File: config.mk
export PLATFORM = sky130hd
export DESIGN_NAME = ps2_kbd_matrix
export DESIGN_NICKNAME = d
export VERILOG_FILES = /design/src/rtl/ps2_kbd_matrix.sv
export SDC_FILE = /design/constraint.sdc
export NUM_CORES = 1
export LEC_CHECK = 0
export CORE_MARGIN = 3
export CORE_UTILIZATION = 58
export CTS_CLUSTER_SIZE = 30
export DETAILED_ROUTE_END_ITERATION = 8
export PLACE_DENSITY = 0.8
export SLEW_MARGIN = 10
export SYNTH_ARGS = -nofsm -noshare
export SYNTH_HDL_FRONTEND = slang
export SYNTH_SLANG_ARGS = --single-unit
File: constraint.sdc
create_clock -name clk_sys -period 2.4 [get_ports clk_sys]
set_clock_uncertainty 0.05 [all_clocks]
set_input_delay 0.48 -clock clk_sys [delete_from_list [all_inputs] [get_ports clk_sys]]
set_output_delay 0.48 -clock clk_sys [all_outputs]
set_load 0.005 [all_outputs]
File: src/rtl/ps2_kbd_matrix.sv
// PS/2 set-2 keyboard receiver feeding the SAM Coupe 9x8 key matrix; optional F-key controls under PS2_KBD_FKEY_EN.
// Latency: 4 clk_sys from the stop-bit falling edge to key_strobe (2 sync + DECODE + register); cols is combinational.
// Backpressure: none; the PS/2 source cannot be stalled, so each event is strobed once and the matrix holds the state.
module ps2_kbd_matrix #(
    parameter int TIMEOUT = 20000
) (
    input  logic       clk_sys,
    input  logic       reset,
    input  logic       ps2_kbd_clk,
    input  logic       ps2_kbd_data,
    input  logic [8:0] row_sel,
    output logic [7:0] cols,
    output logic       key_strobe,
    output logic [8:0] key_code,
    output logic       key_pressed,
    output logic       frame_err,
    output logic       reset_key,
    output logic       nmi_key
);
    localparam int TW = $clog2(TIMEOUT + 1);

    typedef enum logic [1:0] {IDLE, RECV, DECODE} state_t;

    state_t          state, state_nxt;
    logic            clk_s1, clk_s2, clk_d, data_s1, data_s2;
    logic            fall, timeout, frame_ok, err_nxt;
    logic [9:0]      shreg, frame;
    logic [3:0]      bit_cnt;
    logic [TW-1:0]   tmo_cnt;
    logic            ext, brk;
    logic [8:0][7:0] mtx;
    logic [8:0]      code;
    logic [7:0]      km;
    logic [7:0]      sel_or;

    // Returns {hit, row[3:0], col[2:0]} for a decoded {ext, scancode}.
    function automatic logic [7:0] key_map(input logic [8:0] c);
        logic [7:0] r;
        r = 8'h00;
        case (c)
            9'h012, 9'h059: r = {1'b1, 4'd0, 3'd0};
            9'h01A: r = {1'b1, 4'd0, 3'd1};
            9'h022: r = {1'b1, 4'd0, 3'd2};
            9'h021: r = {1'b1, 4'd0, 3'd3};
            9'h02A: r = {1'b1, 4'd0, 3'd4};
            9'h01C: r = {1'b1, 4'd1, 3'd0};
            9'h01B: r = {1'b1, 4'd1, 3'd1};
            9'h023: r = {1'b1, 4'd1, 3'd2};
            9'h02B: r = {1'b1, 4'd1, 3'd3};
            9'h034: r = {1'b1, 4'd1, 3'd4};
            9'h029: r = {1'b1, 4'd7, 3'd0};
            9'h014: r = {1'b1, 4'd7, 3'd1};
            9'h03A: r = {1'b1, 4'd7, 3'd2};
            9'h031: r = {1'b1, 4'd7, 3'd3};
            9'h032: r = {1'b1, 4'd7, 3'd4};
            9'h114: r = {1'b1, 4'd8, 3'd0};
            9'h175: r = {1'b1, 4'd8, 3'd1};
            9'h172: r = {1'b1, 4'd8, 3'd2};
            9'h16B: r = {1'b1, 4'd8, 3'd3};
            9'h174: r = {1'b1, 4'd8, 3'd4};
            default: r = 8'h00;
        endcase
        return r;
    endfunction

    assign fall     = clk_d & ~clk_s2;
    assign frame    = {data_s2, shreg[9:1]};
    assign frame_ok = (^frame[8:0]) & frame[9];
    assign timeout  = (state == RECV) && (tmo_cnt == TW'(TIMEOUT - 1));
    assign code     = {ext, shreg[7:0]};
    assign km       = key_map(code);

    always_ff @(posedge clk_sys) begin
        if (reset) begin
            clk_s1  <= 1'b1;
            clk_s2  <= 1'b1;
            clk_d   <= 1'b1;
            data_s1 <= 1'b1;
            data_s2 <= 1'b1;
            state   <= IDLE;
        end else begin
            clk_s1  <= ps2_kbd_clk;
            clk_s2  <= clk_s1;
            clk_d   <= clk_s2;
            data_s1 <= ps2_kbd_data;
            data_s2 <= data_s1;
            state   <= state_nxt;
        end
    end

    always_comb begin
        state_nxt = state;
        err_nxt   = 1'b0;
        case (state)
            IDLE: if (fall && !data_s2) state_nxt = RECV;
            RECV: begin
                if (fall && bit_cnt == 4'd9) begin
                    if (frame_ok) begin
                        state_nxt = DECODE;
                    end else begin
                        state_nxt = IDLE;
                        err_nxt   = 1'b1;
                    end
                end else if (timeout) begin
                    state_nxt = IDLE;
                    err_nxt   = 1'b1;
                end
            end
            DECODE:  state_nxt = IDLE;
            default: state_nxt = IDLE;
        endcase
    end

    always_ff @(posedge clk_sys) begin
        if (reset) begin
            shreg       <= '0;
            bit_cnt     <= '0;
            tmo_cnt     <= '0;
            ext         <= 1'b0;
            brk         <= 1'b0;
            mtx         <= '0;
            key_strobe  <= 1'b0;
            key_code    <= '0;
            key_pressed <= 1'b0;
            frame_err   <= 1'b0;
`ifdef PS2_KBD_FKEY_EN
            reset_key   <= 1'b0;
            nmi_key     <= 1'b0;
`endif
        end else begin
            key_strobe <= 1'b0;
            frame_err  <= err_nxt;
            tmo_cnt    <= (state != RECV || fall) ? '0 : tmo_cnt + 1'b1;
            if (state == IDLE) begin
                bit_cnt <= '0;
            end else if (state == RECV && fall) begin
                shreg   <= frame;
                bit_cnt <= bit_cnt + 4'd1;
            end
            if (state == DECODE) begin
                if (shreg[7:0] == 8'hE0) begin
                    ext <= 1'b1;
                end else if (shreg[7:0] == 8'hF0) begin
                    brk <= 1'b1;
                end else begin
                    key_strobe  <= 1'b1;
                    key_code    <= code;
                    key_pressed <= ~brk;
                    ext         <= 1'b0;
                    brk         <= 1'b0;
                    if (km[7]) mtx[km[6:3]][km[2:0]] <= ~brk;
`ifdef PS2_KBD_FKEY_EN
                    if (code == 9'h009) reset_key <= ~brk;
                    if (code == 9'h078) nmi_key   <= ~brk;
                    if (code == 9'h007 && !brk) mtx <= '0;
`endif
                end
            end
        end
    end

`ifndef PS2_KBD_FKEY_EN
    assign reset_key = 1'b0;
    assign nmi_key   = 1'b0;
`endif

    // Selected rows are ORed as pressed-high, which is the AND of the active-low columns.
    always_comb begin
        sel_or = '0;
        for (int r = 0; r < 9; r++) begin
            if (!row_sel[r]) sel_or = sel_or | mtx[r];
        end
    end

    assign cols = ~sel_or;
endmodule
==> flow_metrics.env, run 1 <==
export IMPL_worstPathCellList="clkdlybuf4s50_1 -> buf_4 -> o22ai_1 -> a211oi_2 -> dlygate4sd2_1"
export IMPL_initial_core_util_pct=60.7
export IMPL_start_kind="primary input"
export IMPL_grt_use_total_pct=23.9
export IMPL_cts_setup_buffers=0
export IMPL_syn_avg_cell_area_um2=8.34
export IMPL_hold_viol_final=0
export IMPL_fin_crit_sh_pct=95.5
export IMPL_wl_per_cell_um=14.7
export IMPL_rrSetupSlack_ns=0.13
export IMPL_antenna_found_initial=0
export IMPL_cts_sinks=90
export IMPL_pwr_share_seq_pct=54.5
export IMPL_dieWidth_um=91.0
export IMPL_synth_top_cell_area_share_pct=43.0
export IMPL_ys_seq_elements=90
export IMPL_period_minus_slack_ns=2.29
export IMPL_h_tree_depth=3
export IMPL_ant_nets=0
export IMPL_syn_inst=503
export IMPL_dp_cells=629
export IMPL_synthTopCellsByArea="dfxtp_1 43%, a21oi_1 4.9%, nand2_1 4.6%"
export IMPL_numPortBuffers=28
export IMPL_die_y_um=91.0
export IMPL_syn_area_mm2=0.00419
export IMPL_drive_gt1_share_pct=14.4
export IMPL_grt_first_pass_wirelength_um=16400
export IMPL_whs_path_depth=1
export IMPL_core_area_mm2=0.00691
export IMPL_drc_errors=0
export IMPL_criticalPathCategory="primary input to primary output"
export IMPL_critPathRequiredTime_ns=1.87
export IMPL_synthFlopType="dfxtp_1"
export IMPL_vias_per_cell=5.60
export IMPL_p_per_area_mw_per_mm2=554
export IMPL_areaGrowthSynthToFinish_pct=18.3
export IMPL_place_gp_congestion=0.887
export IMPL_drv_cap=0
export IMPL_layout_common_cells="86 x dfxtp_1, 51 x nand2_1, 43 x nor2_1"
export IMPL_drt_initial_drc_count=167
export IMPL_gr_total_overflow=0
export IMPL_cts_buffers=9
export IMPL_timing_reg2reg_worst_path_depth=6
export IMPL_io_pins=35
export IMPL_dieArea_mm2=0.00829
export IMPL_root_buffer="clkbuf_8"
export IMPL_worstSkewPairLatency_ns=0.35
export IMPL_cp_slowest_cell="clkdlybuf4s50_1"
export IMPL_relSlewSlack_pct=60.8
export IMPL_grt_max_degree=73
export IMPL_synth_edf_count=0
export IMPL_grt_pass1_vias=3539
export IMPL_status="finished, final reports clean"
export IMPL_p_int_mw=2.15
export IMPL_layout_commonest_cell="dfxtp_1"
export IMPL_ys_types=60
export IMPL_vias=3609
export IMPL_dpl_hpwl_um=6570
export IMPL_worst_path_buf_inv=3
export IMPL_cts_buffer_depth=2
export IMPL_rows=30
export IMPL_end_kind="primary output"
export IMPL_timing_rr_end="mtx[65]$_SDFFE_PP0P_"
export IMPL_setup_violations=0
export IMPL_wl_um=9470
export IMPL_sw_frac_of_total_pct=21.7
export IMPL_synthArstFlopShare_pct=0
export IMPL_yosysWarnings=0
export IMPL_worstPathMaxFanout=8
export IMPL_first_pass_iters=5
export IMPL_p_leak_nw=1.72
export IMPL_cts_tree="yes"
export IMPL_power_frac_comb_pct=2.3
export IMPL_crit_arrival_ns=1.76
export IMPL_tightest_slew_ns=0.588
export IMPL_r2r_start="shreg[4]$_SDFFE_PP0P_"
export IMPL_synth_seq_area_share_pct=43.0
export IMPL_ir_drop_mv=0.356
export IMPL_cts_reportedPaths_clkPinSlew_ns=0.08
export IMPL_synth_top_area_cell="dfxtp_1"
export IMPL_tns_ns=0
export IMPL_hold_path_endpoint="data_s2$_SDFF_PP1_"
export IMPL_p_sw_mw=0.596
export IMPL_max_freq_mhz=436
export IMPL_cpPeakStageDelay_ns=0.46
export IMPL_crit_family="buffers and inverters"
export IMPL_num_antenna_cells=0
export IMPL_final_fill_count=571
export IMPL_clkPwrFrac_pct=43.2
export IMPL_min_path_type="flip-flop to flip-flop"
export IMPL_cts_hold_buf=0
export IMPL_slew_viol_final=0
export IMPL_holdCritStartpoint="data_s1$_SDFF_PP1_"
export IMPL_final_cells=645
export IMPL_nets=560
[Yosys cell counts (all sizes together) (4+ instances only)]
cell / number
mux2i: 4
or3: 5
nor2: 43
nand4: 5
o21ai: 5
buf: 21
dfxtp: 90
nand3: 9
xnor2: 12
inv: 39
or2: 8
o22ai: 20
a311oi: 7
or3b: 4
a211oi: 11
nor2b: 19
nand2b: 12
a21oi: 42
nor3: 17
and3: 10
clkbuf: 14
nand2: 51
xor2: 11
[how the worst max path moves through the flow]
stage | to | slack, ns | start | depth (start not counted)
final | cols[3] | 0.11 | row_sel[6] | 5
after global routing | mtx[65]$_SDFFE_PP0P_ | -0.007 | shreg[4]$_SDFFE_PP0P_ | 6
after floorplan | mtx[65]$_SDFFE_PP0P_ | 0.32 | shreg[5]$_SDFFE_PP0P_ | 6
after detailed placement | cols[3] | -0.23 | row_sel[8] | 5
after global placement | cols[3] | -0.10 | row_sel[8] | 5
after CTS | mtx[65]$_SDFFE_PP0P_ | 0.007 | shreg[4]$_SDFFE_PP0P_ | 6
[through the flow]
step,util [%],area [um^2],hold slack (ns),worst slack [ns],power (mW)
6_report,71.8,4960,0.387,0.107,2.75
5_1_grt,71.8,4960,0.398,-0.00741,2.84
4_1_cts,71.6,4940,0.387,0.00690,2.77
3_5_place_dp,68.3,4710,0.350,-0.231,1.60
3_3_place_gp,68.3,4710,0.342,-0.104,1.59
2_1_floorplan,-,4200,0.339,0.321,1.57
[layout make-up]
type | instances | area (um^2) | area share [%]
tap | 96 | 120 | 2.42
multi-input combinational | 340 | 2090 | 42.2
clock inverter | 6 | 96.3 | 1.94
timing repair buffer | 64 | 561 | 11.3
clock buffer | 10 | 138 | 2.78
inverter | 39 | 146 | 2.95
sequential | 90 | 1810 | 36.4
[registers in the layout, summed over array words and instances, names as in the netlist]
register	count
data_s2	1
key_strobe	1
data_s1	1
tmo_cnt	15
mtx	40
clk_d	1
clk_s2	1
bit_cnt	4
ext	1
clk_s1	1
shreg	10
key_pressed	1
brk	1
key_code	9
frame_err	1
state	2
[layer usage]
metal  up-vias  global-route usage [%]  share of wire [%]
met1      1701                    29.7                 44
met3        14                    5.30                4.1
met2        93                    41.6                 50
met4         0                    6.78                1.5
li1       1801                       -                  -
met5         -                       0                  0
[cells by family after synthesis]
group	share of synthesized area, %
buffers and inverters	7.61
muxes	0.955
DFF	43.0
AOI/OAI and AO/OA	17.0
other	0.0894
xor gates and xnor gates	4.80
and+or+nand+nor	25.7
adders and majority gates	0.895
[power by group through the flow]
stage,clock [mW],sequential [mW],combinational [mW]
finish,1.19,1.50,0.0643
CTS,1.21,1.50,0.0641
global route,1.28,1.50,0.0696
global placement,0,1.53,0.0620
detailed placement,0,1.53,0.0640
floorplan,0,1.53,0.0378
[what timing repair did]
action / 4_1_cts / 5_1_grt
resized for setup: 9 / 7
pin swaps: 1 / 2
setup endpoints to repair: 8 / 18
No activity file was read; power rests on OpenSTA's default activity.
==> run 2, diff against run 1 <==
Settings changed: CAP_MARGIN from default to 5.
==> results of run 2 <==
Same layout as run 1: the final DEF is identical, and so are final timing and power.
